===== src/rtl/spi_command_pkg.sv =====
// Shared constants, state encoding and helpers for the SPI command engine.
package spi_command_pkg;

  localparam logic [3:0] OP_READ  = 4'h2;
  localparam logic [3:0] OP_WRITE = 4'h3;
  localparam logic [3:0] OP_TX    = 4'h4;
  localparam logic [3:0] OP_RX    = 4'h5;
  localparam logic [3:0] OP_RST   = 4'hF;

  typedef enum logic [3:0] {
    StIdle,
    StRd1,
    StRd2,
    StWr1,
    StWr2,
    StTx1,
    StTx2,
    StTx3,
    StRx1,
    StRx2,
    StRx3,
    StRx4,
    StRst
  } state_e;

  localparam logic [7:0] RESP_TX_FULL      = 8'h81;
  localparam logic [7:0] RESP_TX_NOT_READY = 8'h82;
  localparam logic [7:0] RESP_BAD_CHANNEL  = 8'h83;

  localparam int unsigned STAT_RX_ERROR    = 6;
  localparam int unsigned STAT_RX_ACTIVE   = 5;
  localparam int unsigned STAT_TX_COMPLETE = 3;
  localparam int unsigned STAT_TX_ACTIVE   = 2;

  localparam logic [3:0] REG_ID      = 4'hF;
  localparam logic [3:0] STATUS_BASE = 4'h8;

  function automatic logic [7:0] status_byte(input logic rx_error, input logic rx_active,
                                             input logic tx_complete, input logic tx_active);
    logic [7:0] b;
    b                   = 8'h00;
    b[STAT_RX_ERROR]    = rx_error;
    b[STAT_RX_ACTIVE]   = rx_active;
    b[STAT_TX_COMPLETE] = tx_complete;
    b[STAT_TX_ACTIVE]   = tx_active;
    return b;
  endfunction

endpackage


===== src/rtl/spi_command_engine_channel_status.sv =====
// Per-channel tx_active falling-edge detector with a sticky tx_complete flag.
module channel_status (
  input  logic clk_i,
  input  logic reset_i,
  input  logic tx_active_i,
  input  logic clear_i,
  output logic tx_complete_o
);

  logic active_q;
  logic complete_q, complete_d;
  logic set;

  assign set = active_q & ~tx_active_i;

  // Set has priority over a same-cycle clear.
  always_comb begin
    complete_d = complete_q;
    if (clear_i) complete_d = 1'b0;
    if (set)     complete_d = 1'b1;
  end

  // Edge-detect history and sticky flag.
  always_ff @(posedge clk_i) begin
    if (reset_i) begin
      active_q   <= 1'b0;
      complete_q <= 1'b0;
    end else begin
      active_q   <= tx_active_i;
      complete_q <= complete_d;
    end
  end

  assign tx_complete_o = complete_q;

endmodule


===== src/rtl/spi_command_engine.sv =====
// Decodes SPI command bytes into register accesses and per-channel TX/RX word transfers.
module spi_command_engine
  import spi_command_pkg::*;
#(
  parameter int unsigned           NUM_CHANNELS = 2,
  parameter int unsigned           WORD_WIDTH   = 10,
  parameter int unsigned           NUM_REGS     = 2,
  parameter logic [8*NUM_REGS-1:0] DEFAULT_REGS = {8'b01001000, 8'b01001000},
  parameter logic [7:0]            ID_VALUE     = 8'ha5
) (
  input  logic                             clk,
  input  logic                             reset,
  input  logic                             spi_cs_n,
  input  logic [7:0]                       spi_rx_data,
  input  logic                             spi_rx_strobe,
  output logic [7:0]                       spi_tx_data,
  output logic                             spi_tx_strobe,
  output logic [8*NUM_REGS-1:0]            control_regs,
  output logic [NUM_CHANNELS-1:0]          tx_reset,
  output logic [WORD_WIDTH-1:0]            tx_data,
  output logic [NUM_CHANNELS-1:0]          tx_load_strobe,
  output logic [NUM_CHANNELS-1:0]          tx_start_strobe,
  input  logic [NUM_CHANNELS-1:0]          tx_active,
  input  logic [NUM_CHANNELS-1:0]          tx_empty,
  input  logic [NUM_CHANNELS-1:0]          tx_full,
  input  logic [NUM_CHANNELS-1:0]          tx_ready,
  output logic [NUM_CHANNELS-1:0]          rx_reset,
  output logic [NUM_CHANNELS-1:0]          rx_read_strobe,
  input  logic [WORD_WIDTH*NUM_CHANNELS-1:0] rx_data,
  input  logic [NUM_CHANNELS-1:0]          rx_active,
  input  logic [NUM_CHANNELS-1:0]          rx_error,
  input  logic [NUM_CHANNELS-1:0]          rx_empty
);

  localparam int unsigned HiW = WORD_WIDTH - 8;

  logic                    cs_meta_q, cs_sync_q;
  state_e                  state_q, state_d;
  logic [3:0]              idx_q, idx_d;
  logic [7:0]              mask_q, mask_d;
  logic [HiW-1:0]          hi_q, hi_d;
  logic                    word_valid_q, word_valid_d;
  logic [15:0]             snap_q, snap_d;
  logic [7:0]              spi_tx_data_q, spi_tx_data_d;
  logic                    spi_tx_strobe_q, spi_tx_strobe_d;
  logic [8*NUM_REGS-1:0]   control_regs_q, control_regs_d;
  logic [WORD_WIDTH-1:0]   tx_data_q, tx_data_d;
  logic [NUM_CHANNELS-1:0] tx_load_q, tx_load_d, tx_start_q, tx_start_d;
  logic [NUM_CHANNELS-1:0] tx_reset_q, tx_reset_d, rx_reset_q, rx_reset_d;
  logic [NUM_CHANNELS-1:0] rx_read_q, rx_read_d;
  logic [NUM_CHANNELS-1:0] tx_complete, tx_clear, chan_oh;

  logic                  chan_valid, reg_valid, stat_valid;
  logic                  sel_full, sel_ready, sel_rx_error, sel_rx_empty;
  logic [WORD_WIDTH-1:0] sel_rx_data;
  logic [7:0]            sel_reg, stat_byte, read_byte;
  logic [15:0]           rx_word;

  for (genvar c = 0; c < NUM_CHANNELS; c++) begin : g_chan
    channel_status u_status (
      .clk_i         (clk),
      .reset_i       (reset),
      .tx_active_i   (tx_active[c]),
      .clear_i       (tx_clear[c]),
      .tx_complete_o (tx_complete[c])
    );
  end

  // Select channel, register and status sources addressed by the latched index.
  always_comb begin
    chan_oh      = '0;
    sel_full     = 1'b0;
    sel_ready    = 1'b0;
    sel_rx_error = 1'b0;
    sel_rx_empty = 1'b0;
    sel_rx_data  = '0;
    stat_valid   = 1'b0;
    stat_byte    = 8'h00;
    sel_reg      = 8'h00;
    for (int unsigned c = 0; c < NUM_CHANNELS; c++) begin
      if (32'(idx_q) == c) begin
        chan_oh[c]   = 1'b1;
        sel_full     = tx_full[c];
        sel_ready    = tx_ready[c];
        sel_rx_error = rx_error[c];
        sel_rx_empty = rx_empty[c];
        sel_rx_data  = rx_data[c*WORD_WIDTH +: WORD_WIDTH];
      end
      if (32'(idx_q) == 32'(STATUS_BASE) + c) begin
        stat_valid = 1'b1;
        stat_byte  = status_byte(rx_error[c], rx_active[c], tx_complete[c], tx_active[c]);
      end
    end
    for (int unsigned r = 0; r < NUM_REGS; r++) begin
      if (32'(idx_q) == r) sel_reg = control_regs_q[8*r +: 8];
    end
  end

  assign chan_valid = |chan_oh;
  assign reg_valid  = 32'(idx_q) < NUM_REGS;

  // Read response and RX snapshot word.
  always_comb begin
    if (reg_valid)            read_byte = sel_reg;
    else if (stat_valid)      read_byte = stat_byte;
    else if (idx_q == REG_ID) read_byte = ID_VALUE;
    else                      read_byte = 8'h00;
    rx_word                 = '0;
    rx_word[WORD_WIDTH-1:0] = sel_rx_data;
    rx_word[15]             = sel_rx_error;
    rx_word[14]             = sel_rx_empty;
    if (!chan_valid) rx_word = 16'h4000;
  end

  // Command FSM next state and registered-output next values.
  always_comb begin
    state_d         = state_q;
    idx_d           = idx_q;
    mask_d          = mask_q;
    hi_d            = hi_q;
    word_valid_d    = word_valid_q;
    snap_d          = snap_q;
    control_regs_d  = control_regs_q;
    spi_tx_data_d   = spi_tx_data_q;
    spi_tx_strobe_d = 1'b0;
    tx_data_d       = tx_data_q;
    tx_load_d       = '0;
    tx_reset_d      = '0;
    rx_reset_d      = '0;
    rx_read_d       = '0;
    tx_clear        = '0;
    tx_start_d      = cs_sync_q ? (~tx_empty & ~tx_active) : '0;
    unique case (state_q)
      StIdle: begin
        if (spi_rx_strobe) begin
          idx_d = spi_rx_data[7:4];
          case (spi_rx_data[3:0])
            OP_READ:  state_d = StRd1;
            OP_WRITE: state_d = StWr1;
            OP_TX:    state_d = StTx1;
            OP_RX:    state_d = StRx1;
            OP_RST:   state_d = StRst;
            default:  state_d = StIdle;
          endcase
        end
      end
      StRd1: begin
        spi_tx_data_d   = read_byte;
        spi_tx_strobe_d = 1'b1;
        state_d         = StRd2;
      end
      StRd2: if (spi_rx_strobe) state_d = StRd1;
      StWr1: begin
        if (spi_rx_strobe) begin
          mask_d  = spi_rx_data;
          state_d = StWr2;
        end
      end
      StWr2: begin
        if (spi_rx_strobe) begin
          for (int unsigned r = 0; r < NUM_REGS; r++) begin
            if (32'(idx_q) == r) begin
              control_regs_d[8*r +: 8] = (control_regs_q[8*r +: 8] & ~mask_q) |
                                         (spi_rx_data & mask_q);
            end
          end
          state_d = StIdle;
        end
      end
      StTx1: begin
        tx_clear = chan_oh;
        state_d  = StTx2;
      end
      StTx2: begin
        if (spi_rx_strobe) begin
          hi_d            = spi_rx_data[HiW-1:0];
          spi_tx_strobe_d = 1'b1;
          word_valid_d    = 1'b0;
          if (!chan_valid)     spi_tx_data_d = RESP_BAD_CHANNEL;
          else if (sel_full)   spi_tx_data_d = RESP_TX_FULL;
          else if (!sel_ready) spi_tx_data_d = RESP_TX_NOT_READY;
          else begin
            spi_tx_data_d = 8'h00;
            word_valid_d  = 1'b1;
          end
          state_d = StTx3;
        end
      end
      StTx3: begin
        if (spi_rx_strobe) begin
          if (word_valid_q) begin
            tx_data_d = {hi_q, spi_rx_data};
            tx_load_d = chan_oh;
          end
          state_d = StTx2;
        end
      end
      StRx1: begin
        snap_d  = rx_word;
        state_d = StRx2;
      end
      StRx2: begin
        spi_tx_data_d   = snap_q[15:8];
        spi_tx_strobe_d = 1'b1;
        state_d         = StRx3;
      end
      StRx3: begin
        if (spi_rx_strobe) begin
          spi_tx_data_d   = snap_q[7:0];
          spi_tx_strobe_d = 1'b1;
          // Invalid channels have an all-zero one-hot, so no pulse escapes.
          if (snap_q[15])      rx_reset_d = chan_oh;
          else if (!snap_q[14]) rx_read_d = chan_oh;
          state_d = StRx4;
        end
      end
      StRx4: if (spi_rx_strobe) state_d = StRx1;
      StRst: begin
        tx_reset_d = chan_oh;
        rx_reset_d = chan_oh;
        tx_clear   = chan_oh;
        state_d    = StIdle;
      end
      default: state_d = StIdle;
    endcase
    // A deselected slave always abandons the current command.
    if (cs_sync_q) state_d = StIdle;
  end

  // Chip-select synchroniser; resets to the deselected level.
  always_ff @(posedge clk) begin
    if (reset) begin
      cs_meta_q <= 1'b1;
      cs_sync_q <= 1'b1;
    end else begin
      cs_meta_q <= spi_cs_n;
      cs_sync_q <= cs_meta_q;
    end
  end

  // FSM state and command context.
  always_ff @(posedge clk) begin
    if (reset) begin
      state_q      <= StIdle;
      idx_q        <= 4'h0;
      mask_q       <= 8'h00;
      hi_q         <= '0;
      word_valid_q <= 1'b0;
      snap_q       <= 16'h0000;
    end else begin
      state_q      <= state_d;
      idx_q        <= idx_d;
      mask_q       <= mask_d;
      hi_q         <= hi_d;
      word_valid_q <= word_valid_d;
      snap_q       <= snap_d;
    end
  end

  // Registered outputs.
  always_ff @(posedge clk) begin
    if (reset) begin
      spi_tx_data_q   <= 8'h00;
      spi_tx_strobe_q <= 1'b0;
      control_regs_q  <= DEFAULT_REGS;
      tx_data_q       <= '0;
      tx_load_q       <= '0;
      tx_start_q      <= '0;
      tx_reset_q      <= '0;
      rx_reset_q      <= '0;
      rx_read_q       <= '0;
    end else begin
      spi_tx_data_q   <= spi_tx_data_d;
      spi_tx_strobe_q <= spi_tx_strobe_d;
      control_regs_q  <= control_regs_d;
      tx_data_q       <= tx_data_d;
      tx_load_q       <= tx_load_d;
      tx_start_q      <= tx_start_d;
      tx_reset_q      <= tx_reset_d;
      rx_reset_q      <= rx_reset_d;
      rx_read_q       <= rx_read_d;
    end
  end

  assign spi_tx_data     = spi_tx_data_q;
  assign spi_tx_strobe   = spi_tx_strobe_q;
  assign control_regs    = control_regs_q;
  assign tx_data         = tx_data_q;
  assign tx_load_strobe  = tx_load_q;
  assign tx_start_strobe = tx_start_q;
  assign tx_reset        = tx_reset_q;
  assign rx_reset        = rx_reset_q;
  assign rx_read_strobe  = rx_read_q;

endmodule

===== config.mk =====
export PLATFORM = sky130hd
export DESIGN_NAME = spi_command_engine
export DESIGN_NICKNAME = d
export VERILOG_FILES = /design/src/rtl/spi_command_pkg.sv /design/src/rtl/spi_command_engine_channel_status.sv /design/src/rtl/spi_command_engine.sv
export SDC_FILE = /design/constraint.sdc
export NUM_CORES = 1
export LEC_CHECK = 0
export ABC_AREA = 1
export CORE_MARGIN = 5
export CORE_UTILIZATION = 45
export DETAILED_ROUTE_END_ITERATION = 12
export PLACE_DENSITY_LB_ADDON = 0.15
export RECOVER_POWER = 50
export SLEW_MARGIN = 0
export SYNTH_ARGS = -nofsm -noshare
export SYNTH_HDL_FRONTEND = slang
export SYNTH_SLANG_ARGS = --single-unit

===== constraint.sdc =====
create_clock -name clk -period 1.65 [get_ports clk]
set_clock_uncertainty 0.15 [all_clocks]
set_input_delay 0.33 -clock clk [delete_from_list [all_inputs] [get_ports clk]]
set_output_delay 0.33 -clock clk [all_outputs]
set_load 0.02 [all_outputs]

==> impl_metrics.yaml <==
job:
  max-cap-violations: 0
clock_network:
  cts.sinks: 82
  cts_tree: "done"
  h-tree-depth: 3
  cts_inserted_buffers: 9
  clock_tree.root_cell: "clkbuf_8"
  cts.hold.buffers_added: 0
  clkLatencyLatePin_ps: 360
  max-clock-path-buffers: 2
  path_clk_slew_ps: 80
power_and_ir_drop:
  powerDensity_mw_per_mm2: 756
  power.share.combinational_pct: 14.0
  power_frac_seq_pct: 51.7
  power_switching_share_pct: 27.2
  cellInternalPower_mw: 2.85
  power_frac_clock_pct: 34.3
  static_leakage_nw: 2.31
  ir_drop_mv: 0.468
  p_sw_mw: 1.06
  report.power.total_mw: 3.91
global_routing:
  antenna_found_initial: 0
  grt_remaining_overflow: 0
  grt_max_degree: 39
  total_routing_resource_utilization_after_global_routing_pct: 22.4
  first_global_vias: 3892
  grt_pass1_wl_mm: 18.2
critical_path:
  timing.reg2reg.setup_slack_ps: 10
  reg2reg_to: "word_valid_q$_SDFFE_PP0P_"
  timing_worst_setup_path_type: "flip-flop to flip-flop"
  slowest_delay_ps: 370
  crit_fanout: 5
  cp.arrival_ps: 1780
  rr_worst_depth: 7
  cpMaxStageDelayCell: "dfxtp_1"
  path_buf_inv: 1
  crit_chain: "inv_2 -> nand2_1 -> nor2_1 -> nand2_1 -> nor3_1 -> a21oi_1 -> nor2_1"
  crit-reg2reg-launch: "state_q[3]$_SDFFE_PP0P_"
  critPathCaptureType: "flip-flop"
  critical-path-top-delay-family: "simple AND/OR/NAND/NOR gates"
  kind_of_start_point_of_the_critical_path: "flip-flop"
  crit_required_ps: 1790
synthesis:
  post_synth.cell_area_avg_um2: 7.07
  synth.largest_area_cell: "dfxtp_1"
  syn_inst: 530
  most_common_cell_in_the_netlist: "nand2_1"
  yosys.area.top_type_share_pct: 43.8
  yosysWarnings: 0
  postSynthNetCount: 576
  yosys-top-cells-count: "nand2_1 (129), dfxtp_1 (82), nor2_1 (61), o21ai_0 (52), a21oi_1 (47)"
  syn_area_mm2: 0.00375
  synth-edff-count: 0
  async_flop_share_pct: 0
  yosys_register_bits: 82
  netlist-cell-type-count: 32
  netlist_top_cells_area: "dfxtp_1 (44%), nand2_1 (13%), o21ai_0 (6.9%)"
  postSynth.topFlopCell: "dfxtp_1"
  synth-seq-area-share_pct: 43.8
finish:
  final_nets: 701
  finish.cell_count_without_fillers: 765
  final_layout_size_suffix_gt1_share_pct: 13.8
  num-fill-cells: 754
  diodes: 0
  utilization_pct: 63.3
  flow.area_growth_from_synthesis_pct: 38.2
detailed_routing:
  num_vias: 3952
  first_pass_iters: 6
  postRouteAntennaNets: 0
  drc: 0
  wire_length_per_cell_um: 14.7
  detailedRoute.firstIterationViolations: 236
  vias_per_cell: 5.17
  finalWirelength_mm: 11.3
placed_design:
  dp.final_hpwl_mm: 8.60
  placed_cells_incl_taps: 745
  final_weighted_congestion_in_routability_driven_placement: 0.919
  port-buffer-count: 90
die:
  fp.dieH_um: 101
  initial_core_util_pct: 45.8
  count_of_pins_on_the_block_boundary: 91
  coreArea_mm2: 0.00818
  width_of_the_die_um: 101
  die_area_mm2: 0.0102
  row_count: 33
worst_hold_path:
  worstHoldPathCells: 1
  hold_path_startpoint: "cs_meta_q$_SDFF_PP1_"
  hold-path-endpoint: "cs_sync_q$_SDFF_PP1_"
  worst_hold_path_type: "flip-flop to flip-flop"
sta:
  final.period_utilization_pct: 99.3
  min_period_ps: 1640
  final.setup.tns_ps: 0
  highest_clock_rate_mhz: 610
  timing.final.max_slew_violations: 0
  rsz0062_at_grt: "true"
  final-hold-violation-count: 0
  relative_slew_slack_pct: 66.3
  finalSetupViolations: 0
  timing_worst_slew_pin_value_ps: 505
run_status:
  run_status: "completed"
==> per-layer routing <==
layer  up-vias  GRT usage, %  part of all wire (%)
met3        33          4.89                   6.3
li1       1987             -                     -
met5         -             0                     0
met4         0          9.30                   3.1
met1      1793          29.0                    44
met2       139          36.1                    46
==> cell usage in the layout (no fill, tap or decap), drive strengths merged <==
| master | instances |
|---|---|
| a211oi | 1 |
| a21oi | 47 |
| a41oi | 1 |
| and2 | 1 |
| buf | 36 |
| clkbuf | 20 |
| clkdlybuf4s15 | 1 |
| clkdlybuf4s50 | 45 |
| clkinv | 2 |
| clkinvlp | 2 |
| dfxtp | 82 |
| dlygate4sd2 | 44 |
| inv | 46 |
| nand2 | 132 |
| nand3 | 36 |
| nand3b | 1 |
| nand4 | 12 |
| nor2 | 73 |
| nor3 | 13 |
| o21ai | 56 |
| o21bai | 3 |
| o22ai | 3 |
| or2 | 3 |
==> metrics by stage <==
step / hold slack [ps] / setup slack (ps) / instance area (um^2)
3_5_place_dp: 243 / -233 / 5010
2_1_floorplan: 239 / 154 / 3750
5_1_grt: 292 / -76.4 / 5180
4_1_cts: 264 / 2.53 / 5150
3_3_place_gp: 250 / -169 / 5010
6_report: 262 / 11.3 / 5180
==> how the worst max path moves through the flow <==
stage,startpoint,to,slack (ps),cells past startpoint
after floorplan,idx_q[3]$_SDFFE_PP0P_,flip-flop,150,8
after CTS,state_q[1]$_SDFFE_PP0P_,spi_tx_data[3]$_SDFFE_PP0P_,3,7
after global routing,idx_q[0]$_SDFFE_PP0P_,flip-flop,-80,7
after detailed placement,spi_rx_strobe,tx_data[1]$_SDFFE_PP0P_,-230,6
after global placement,spi_rx_strobe,state_q[2]$_SDFFE_PP0P_,-170,8
final,state_q[3]$_SDFFE_PP0P_,word_valid_q$_SDFFE_PP0P_,10,7
==> power groups by stage <==
| stage | combinational [mW] | clock, mW | sequential, mW |
|---|---|---|---|
| detailed placement | 0.525 | 0 | 2.07 |
| global route | 0.601 | 1.43 | 2.03 |
| finish | 0.548 | 1.34 | 2.02 |
| global placement | 0.519 | 0 | 2.07 |
| floorplan | 0.253 | 0 | 2.07 |
| CTS | 0.530 | 1.34 | 2.03 |
==> worst register-to-register path: stages, from the launching register on <==
cell and delay [ps]:
dfxtp_1 370, inv_2 100, nand2_1 120, nor2_1 310
nand2_1 190, nor3_1 200, a21oi_1 60, nor2_1 80
==> what timing repair did <==
action | 4_1_cts | 5_1_grt
gates resized for setup | 50 | 19
setup buffers | 0 | 3
pin swaps | 1 | 2
gates cloned | 1 | 0
hold endpoints to repair | 0 | 0
setup endpoints to repair | 61 | 35
==> logic make-up after synthesis <==
kind of cell / count (synthesis) / synth area share, %
AO/OA/AOI/OAI: 110 / 15.4
buffers and inverters: 67 / 8.02
AND/OR/NAND/NOR: 271 / 32.8
flip-flops: 82 / 43.8
==> area by class of cell <==
class / instances / area [um^2] / area share (%)
Clock buffer: 13 / 149 / 2.88
Inverter: 47 / 193 / 3.72
Clock inverter: 3 / 23.8 / 0.459
Sequential cell: 82 / 1660 / 32.0
Multi-Input combinational cell: 382 / 1840 / 35.5
Timing Repair Buffer: 133 / 1190 / 22.9
Tap cell: 105 / 131 / 2.54
(Power assumes the default switching activity.)
